`src/rtl/startup_seq_ctrl.sv`:
```
// rtl/startup_seq_ctrl.sv - STARTUPE2 user-side sequencer: dummy CCLK pulses, user reset release, PROGRAM handshake
//
// Ports:
//   CLK, RST          fabric clock, synchronous active-high reset
//   EOS, PREQ         End Of Startup / PROGRAM request from the primitive (asynchronous)
//   USR_PACK_OK       user logic permits reconfiguration
//   SPI_REQ, SPI_CCLK user CCLK ownership request and level (honoured only once READY)
//   USRCCLKO          CCLK level driven into the primitive
//   USRCCLKTS         CCLK tristate control, 1 = tristated
//   PACK              PROGRAM acknowledge to the primitive
//   USR_RST           active-high reset to user logic
//   READY             startup sequence complete
//   PROG_PENDING      PROGRAM request outstanding
module startup_seq_ctrl #(
    parameter int CCLK_DIV     = 4,
    parameter int DUMMY_PULSES = 3,
    parameter int RST_HOLD     = 16,
    parameter int PACK_TIMEOUT = 1024
) (
    input  logic CLK,
    input  logic RST,
    input  logic EOS,
    input  logic PREQ,
    input  logic USR_PACK_OK,
    input  logic SPI_REQ,
    input  logic SPI_CCLK,
    output logic USRCCLKO,
    output logic USRCCLKTS,
    output logic PACK,
    output logic USR_RST,
    output logic READY,
    output logic PROG_PENDING
);

    // One phase counter serves both the pulse half-periods and the reset hold.
    localparam int CNT_MAX = (CCLK_DIV > RST_HOLD) ? CCLK_DIV : RST_HOLD;
    localparam int CW      = (CNT_MAX > 1) ? $clog2(CNT_MAX) : 1;
    localparam int PW      = (DUMMY_PULSES > 1) ? $clog2(DUMMY_PULSES) : 1;
    localparam int TW      = $clog2(PACK_TIMEOUT);

    localparam logic [CW-1:0] DIV_LAST   = CW'(CCLK_DIV - 1);
    localparam logic [CW-1:0] HOLD_LAST  = CW'(RST_HOLD - 1);
    localparam logic [PW-1:0] PULSE_LAST = PW'(DUMMY_PULSES - 1);
    localparam logic [TW-1:0] T_LAST     = TW'(PACK_TIMEOUT - 1);

    typedef enum logic [2:0] {WAIT_EOS, DUMMY_HI, DUMMY_LO, HOLD, RUN} main_t;
    typedef enum logic [1:0] {P_IDLE, P_WAIT, P_ACK} preq_t;

    logic          eos_m, eos_s, preq_m, preq_s;
    main_t         state_q, state_d;
    preq_t         pstate_q, pstate_d;
    logic [CW-1:0] cnt_q, cnt_d;
    logic [PW-1:0] pcnt_q, pcnt_d;
    logic [TW-1:0] tcnt_q, tcnt_d;
    logic          cclko_d, cclkts_d, pack_d, usr_rst_d, ready_d, pend_d;

    // State, counter, synchronizer and output registers.
    always_ff @(posedge CLK) begin
        if (RST) begin
            eos_m        <= 1'b0;
            eos_s        <= 1'b0;
            preq_m       <= 1'b0;
            preq_s       <= 1'b0;
            state_q      <= WAIT_EOS;
            pstate_q     <= P_IDLE;
            cnt_q        <= '0;
            pcnt_q       <= '0;
            tcnt_q       <= '0;
            USRCCLKO     <= 1'b0;
            USRCCLKTS    <= 1'b1;
            PACK         <= 1'b0;
            USR_RST      <= 1'b1;
            READY        <= 1'b0;
            PROG_PENDING <= 1'b0;
        end else begin
            eos_m        <= EOS;
            eos_s        <= eos_m;
            preq_m       <= PREQ;
            preq_s       <= preq_m;
            state_q      <= state_d;
            pstate_q     <= pstate_d;
            cnt_q        <= cnt_d;
            pcnt_q       <= pcnt_d;
            tcnt_q       <= tcnt_d;
            USRCCLKO     <= cclko_d;
            USRCCLKTS    <= cclkts_d;
            PACK         <= pack_d;
            USR_RST      <= usr_rst_d;
            READY        <= ready_d;
            PROG_PENDING <= pend_d;
        end
    end

    // Main sequence next state.
    always_comb begin
        state_d = state_q;
        cnt_d   = cnt_q;
        pcnt_d  = pcnt_q;
        case (state_q)
            WAIT_EOS: begin
                cnt_d  = '0;
                pcnt_d = '0;
                if (eos_s) state_d = DUMMY_HI;
            end
            DUMMY_HI: begin
                if (cnt_q == DIV_LAST) begin
                    state_d = DUMMY_LO;
                    cnt_d   = '0;
                end else begin
                    cnt_d = cnt_q + CW'(1);
                end
            end
            DUMMY_LO: begin
                if (cnt_q == DIV_LAST) begin
                    cnt_d = '0;
                    if (pcnt_q == PULSE_LAST) begin
                        state_d = HOLD;
                    end else begin
                        pcnt_d  = pcnt_q + PW'(1);
                        state_d = DUMMY_HI;
                    end
                end else begin
                    cnt_d = cnt_q + CW'(1);
                end
            end
            HOLD: begin
                if (cnt_q == HOLD_LAST) begin
                    state_d = RUN;
                    cnt_d   = '0;
                end else begin
                    cnt_d = cnt_q + CW'(1);
                end
            end
            RUN:     state_d = RUN;
            default: state_d = WAIT_EOS;
        endcase
        // Loss of EOS anywhere past WAIT_EOS aborts the sequence.
        if (state_q != WAIT_EOS && !eos_s) begin
            state_d = WAIT_EOS;
            cnt_d   = '0;
            pcnt_d  = '0;
        end
    end

    // Main sequence outputs, decoded from the next state so they register in step with it.
    always_comb begin
        cclko_d   = 1'b0;
        cclkts_d  = 1'b1;
        usr_rst_d = 1'b1;
        ready_d   = 1'b0;
        case (state_d)
            DUMMY_HI: begin
                cclko_d  = 1'b1;
                cclkts_d = 1'b0;
            end
            DUMMY_LO, HOLD: cclkts_d = 1'b0;
            RUN: begin
                cclko_d   = SPI_CCLK;
                cclkts_d  = ~SPI_REQ;
                usr_rst_d = 1'b0;
                ready_d   = 1'b1;
            end
            default: cclko_d = 1'b0;
        endcase
    end

    // PROGRAM handshake next state. Outside RUN there is no user logic to protect,
    // so the acknowledge is immediate.
    always_comb begin
        pstate_d = pstate_q;
        tcnt_d   = tcnt_q;
        case (pstate_q)
            P_IDLE: begin
                tcnt_d = '0;
                if (preq_s) pstate_d = P_WAIT;
            end
            P_WAIT: begin
                if (!preq_s) begin
                    pstate_d = P_IDLE;
                end else if (USR_PACK_OK || (state_q != RUN) || (tcnt_q == T_LAST)) begin
                    pstate_d = P_ACK;
                end else begin
                    tcnt_d = tcnt_q + TW'(1);
                end
            end
            P_ACK: begin
                if (!preq_s) pstate_d = P_IDLE;
            end
            default: pstate_d = P_IDLE;
        endcase
    end

    // PROGRAM handshake outputs.
    always_comb begin
        pack_d = (pstate_d == P_ACK);
        pend_d = (pstate_d != P_IDLE);
    end

endmodule
```
`config.mk`:
```
export PLATFORM = sky130hd
export DESIGN_NAME = startup_seq_ctrl
export DESIGN_NICKNAME = d
export VERILOG_FILES = /design/src/rtl/startup_seq_ctrl.sv
export SDC_FILE = /design/constraint.sdc
export NUM_CORES = 1
export LEC_CHECK = 0
export ABC_AREA = 1
export BUFFER_PORTS_ARGS = -buffer_cell sky130_fd_sc_hd__buf_2
export CORE_AREA = 5 5 70 72
export DETAILED_ROUTE_END_ITERATION = 12
export DIE_AREA = 0 0 75 77
export GPL_TIMING_DRIVEN = 0
export HOLD_SLACK_MARGIN = 0.1
export PLACE_DENSITY_LB_ADDON = 0.08
export SYNTH_ARGS = -nofsm -noshare
export SYNTH_HDL_FRONTEND = slang
export SYNTH_SLANG_ARGS = --single-unit
export TNS_END_PERCENT = 10
```
`constraint.sdc`:
```
create_clock -name CLK -period 2.7 [get_ports CLK]
set_clock_uncertainty 0.05 [all_clocks]
set_input_delay 0.135 -clock CLK [delete_from_list [all_inputs] [get_ports CLK]]
set_output_delay 0.135 -clock CLK [all_outputs]
set_load 0.01 [all_outputs]
```
Word-level counts from Yosys, hierarchy flattened:

Index checks and enable logic that the tools add are counted.

* $add $sub $neg: 3
* $mul: 0
* divide/modulo/power cells: 0
* magnitude comparators: 0
* equality and inequality tests: 20
* shifts and indexed selects: 0
* multiplexer cells: 25
* bitwise operators: 1
* reduce and logical (&&, ||, !) cells: 16

Operator list (number)
* $mux W10: 2
* $pmux W10 S2: 1
* $mux W3: 5
* $pmux W3 S5: 1
* $mux W2: 7
* $eq A3 B2 Y1 const B: 4
* $pmux W4 S3: 1
* $add A10 B1 Y10 const B: 1
* $eq A10 B10 Y1 const B: 1
* $mux W4: 2
* $ne A2 B2 Y1 const B: 4
* $eq A2 B2 Y1 const B: 3
* $eq A3 B1 Y1 const B: 2
* $eq A3 B3 Y1 const B: 2
* $pmux W2 S3: 1
* $reduce_and A3 Y1: 2
* $reduce_bool A2 Y1: 3
* $reduce_bool A3 Y1: 2
* $add A4 B1 Y4 const B: 1
* $eq A4 B2 Y1 const B: 1
* $eq A4 B4 Y1 const B: 1
* $pmux W1 S2: 2
* $pmux W2 S2: 1
* $reduce_or A2 Y1: 2
* 11 further kinds: 13

* bits in registers: 31
* latch bits: 0
* memory bits (writable): 0
* memory bits (read-only): 0
* bits of input ports: 7
* word-level logic and storage cells: 80
* memories: 0

Logic depth before layout (Yosys ltp):

* depth after elaboration: 8
* gate-level depth with buffers: 11
* gate-level depth less buffers: 10

Worst setup path before layout:

No wires, ideal clock.

* path kind: reg2reg
* start: register tcnt_q[0]
* end: register tcnt_q[9]
* setup time: 0.114 ns
* arrival time: 1.303 ns
* path slack: 1.233 ns
* cell stages (with the launch flop): 12
* buffers on the path: 1
* period minus slack after synthesis: 1.467 ns
* path through: dfxtp_1 ha_1 nand2_2 nor2_4 nand3_2 nand2_1 nand2_2 buf_6 nand3_4 nand2_1 nand2_1 nor2_2

* word-level cells in the longest chain between the ends: 4

RTL lines
* start, declared: RTL line 54 `logic [TW-1:0] tcnt_q, tcnt_d;`
* start signal, assigned: RTL line 84 `tcnt_q <= tcnt_d;`
* $add A10 B1 Y10 / $eq A10 B10 Y1 (equally long branches): RTL line 183, 180
* $mux W10 / $logic_or A1 B1 Y1 (equally long branches): RTL line 180 `end else if (USR_PACK_OK || (state_q != RUN) || (tcnt_q == T_LAST)) begin`
* $mux W10 / $ne A2 B2 Y1 (equally long branches)
* $pmux W10 S2 / $reduce_and A3 Y1 (equally long branches)

Several ways; a longest one is shown, not always the timed one. The select of a mux whose other input is x is not followed.
A chain may end at the register's enable or synchronous reset.

Worst setup path after layout:

* start: register cnt_q[0]
* end: register USR_RST

* word-level cells in the longest chain between the ends: 6

RTL lines
* start, declared: RTL line 52 `logic [CW-1:0] cnt_q, cnt_d;`
* start signal, assigned: RTL line 82 `cnt_q <= cnt_d;`
* $eq A4 B4 Y1 / $eq A4 B2 Y1 (equally long branches): RTL line 127, 106, 114
* $mux W3 (on tied branches): RTL line 127, 106, 114
* $pmux W3 S5 (*): RTL line 99 `case (state_q)`
* $mux W3 (*): RTL line 138 `if (state_q != WAIT_EOS && !eos_s) begin`
* $eq A3 B3 Y1 (*): RTL line 151 `case (state_d)`
* $mux W1 (*): RTL line 151
* end signal, assigned: RTL line 88 `USR_RST <= usr_rst_d;`
* end, declared: RTL line 30 `output logic USR_RST,`

Mark *: on every way between the ends. The rest lies on a longest branch, timed or not.

==> impl_results.md <==
* Crit-path max FO at 4
* Setup ws final at 1.01 ns
* Synth Area in XOR/XNOR at 1.71%
* Full die area at 0.00578 mm²
* RSZ-0062 raised after global routing: false
* Synth Area in Compound Gates at 9.86%
* Met3 GRT Util at 4.31%
* Peak VDD IR at 256 µV
* Row count at 24
* Area grow syn2layout at 16.5%
* TNS Setup at 0 ns
* Syn Std Cell Area at 0.00154 mm²
* Status: finished clean
* Yosys reg bits at 31
* Cts bufs inserted at 5
* CP Capture Type: flop
* Mapped Avg Cell Area at 6.95 µm²
* Rel. slew slack at 65.2%
* # setup viols final at 0
* Final-report max-slew violation count at 0
* Fmax at 593 MHz
* I/O pins at 13
* Post-synth cell types at 29
* Port bufs at 12
* Routed via count at 1374
* Final net count at 254
* Total Wirelength at 3160 µm
* Detailed placer's ending HPWL at 2270 µm
* ANT cells at 0
* Sequential share of power at 52.5%
* Worst-Skew Late Latency at 0.28 ns
* ANT nets after route at 0
* Largest net degree at the start of global routing at 11
* Global routing usage on met2 at 19.9%
* Most frequent cells in the layout: 52 x nand2_1, 31 x dfxtp_1, 31 x inv_1
* Crit Path Category: reg2reg
* Die height at 77 µm
* Overflow after GRT at 0
* Tot Pwr at 894 µW
* Largest family of logic cells by synthesized area: simple AND/OR/NAND/NOR gates
* Root Buffer: clkbuf_8
* Starting DRT DRC Count at 63
* Commonest non-fill, non-tap cell in the layout: nand2_1
* Post-route minimum period at 1.69 ns
* Vias in the first global route at 1289
* WL/cell at 10.7 µm
* WP data arrival at 1.82 ns
* Cells after Synth at 221
* Initial antenna violation count at 0
* Top-area cell type share of the netlist area at 40.4%
* Comb power frac at 5.8%
* Synth top area cells: dfxtp_1 40%, nand2_1 13%, inv_1 7.6%
* Routability congestion estimate at 0.752
* Adder-Cell Fraction of Synth Area at 2.44%
* Synth Warn # at 0
* Leak at 0.747 nW
* Internal power at 685 µW
* Pwr per Cell Area at 500 mW/mm²
* Clock Power Share at 41.6%
* First-pass GRT wire length at 5630 µm
* Final Hold Viols at 0
* Via density at 4.64
* Sw Share at 23.3%
* # DRC at 0
* Post-Synth Simple-Gate Area at 36.2%
* Core box area at 0.00423 mm²
* CTS HTree Levels at 2
* CTS Buffer Depth at 2
* Share of the yosys chip area belonging to registers at 40.4%
* Area leader, netlist: dfxtp_1
* Die X at 75 µm
* Syn_nets at 231
* Worst slack, placed at 1.01 ns
* MaxCap Viol Count at 0
* DRT Pass-1 Iters at 4
* Clk sinks at 31
* Met1 Track Usage GR at 15.6%
* Layout cell share with drive strength beyond 1 at 13.1%
* Startpoint types: flop
* Clock transition at path regs at 0.07 ns
* CTS tree: done
* GRT Total Usage at 12.7%
* Switching power at 209 µW
* # Post-CTS Setup Buffers at 0
* GR peak layer: met2
* Proportion of synthesized area in mux cells at 0%
* Part of the cycle the worst path needs at 62.5%
* Hold slack at 0.106 ns
* Initial Utilization at 36.3%
* Worst hold path type: in2reg
* Worst slew pin tran at 0.522 ns
* Critical path data required time at 2.83 ns
[through the flow]
step,utilization [%],instances,instance area (µm²)
4_1_cts,42.2,296,1790
6_report,42.2,296,1790
3_3_place_gp,39.2,285,1660
5_1_grt,42.2,296,1790
3_5_place_dp,39.2,285,1660
2_1_floorplan,-,221,1540
[kinds of logic after synthesis]
logic type      count (synthesis)
simple gates                  120
buf+inv                        36
xor+xnor                        3
compound gates                 28
flops                          31
fa+ha+maj                       3
[flip-flops by register name, indices dropped and copies added, names as in the netlist]
register / cells
cnt_q: 4
PROG_PENDING: 1
USRCCLKTS: 1
PACK: 1
USRCCLKO: 1
eos_m: 1
READY: 1
preq_s: 1
state_q: 3
USR_RST: 1
pcnt_q: 2
preq_m: 1
eos_s: 1
pstate_q: 2
tcnt_q: 10
[power groups by stage]
stage | sequential (mW) | clock [mW] | combinational, mW
3_5_place_dp | 0.480 | 0 | 0.0490
5_1_grt | 0.470 | 0.411 | 0.0598
6_report | 0.470 | 0.372 | 0.0520
4_1_cts | 0.469 | 0.387 | 0.0533
3_3_place_gp | 0.480 | 0 | 0.0489
2_1_floorplan | 0.480 | 0 | 0.0306
[timing repair]
action | 4_1_cts | 5_1_grt
gates resized for setup | 0 | 0
hold buffers | 4 | 0
hold endpoints to repair | 5 | 0
[Yosys cell counts]
cell      instances
nor2_1           28
buf_6             1
nand2_4           1
inv_2             1
nand3_1          23
or2_2             1
buf_2             1
xor2_1            3
ha_1              3
a211oi_1          1
nor2_2            1
buf_1             1
o21bai_1          2
nor3_1            2
clkbuf_1          1
a21o_1            1
dfxtp_1          31
nand3_2           1
nand3_4           1
nand2_2           2
and2_1            2
nor3b_1           1
inv_1            31
o21ai_0           4
nand4_1           2
nor2_4            3
nand2_1          52
a31oi_1           1
a21oi_1          19
[metal layers]
layer  vias up  share of wire (%)
met1       608                 46
met4         0                2.1
met2        18                 49
met3         6                3.3
met5         -                  0
li1        742                  -
[cell type report]
class                      count  area [µm²]
fill                         455        2450
multi-input combinational    154         771
sequential                    31         621
inverter                      32         120
timing repair buffer          16         100
clock buffer                   6        82.6
tap                           52        65.1
buffer                         4        23.8
clock inverter                 1        5.00
[worst max-delay path, stage by stage (launching register included)]
cell     delay, ns
dfxtp_1       0.37
ha_1          0.22
nand2_1       0.08
nor2_1        0.12
inv_1         0.05
o21ai_0       0.35
nand2_1       0.16
nor2_1        0.14
inv_1         0.05
[worst paths after layout]
check	start	endpoint	slack [ns]	cells after the start
max	cnt_q[0]$_SDFFE_PP0P_	USR_RST$_SDFF_PP1_	1.01	8
min reg2reg	preq_m$_SDFF_PP0_	preq_s$_SDFF_PP0_	0.35	2
max reg2reg	cnt_q[0]$_SDFFE_PP0P_	USR_RST$_SDFF_PP1_	1.01	8
min	SPI_REQ	USRCCLKTS$_SDFF_PP1_	0.11	4
Note: power is estimated with default switching activity, not from simulation.
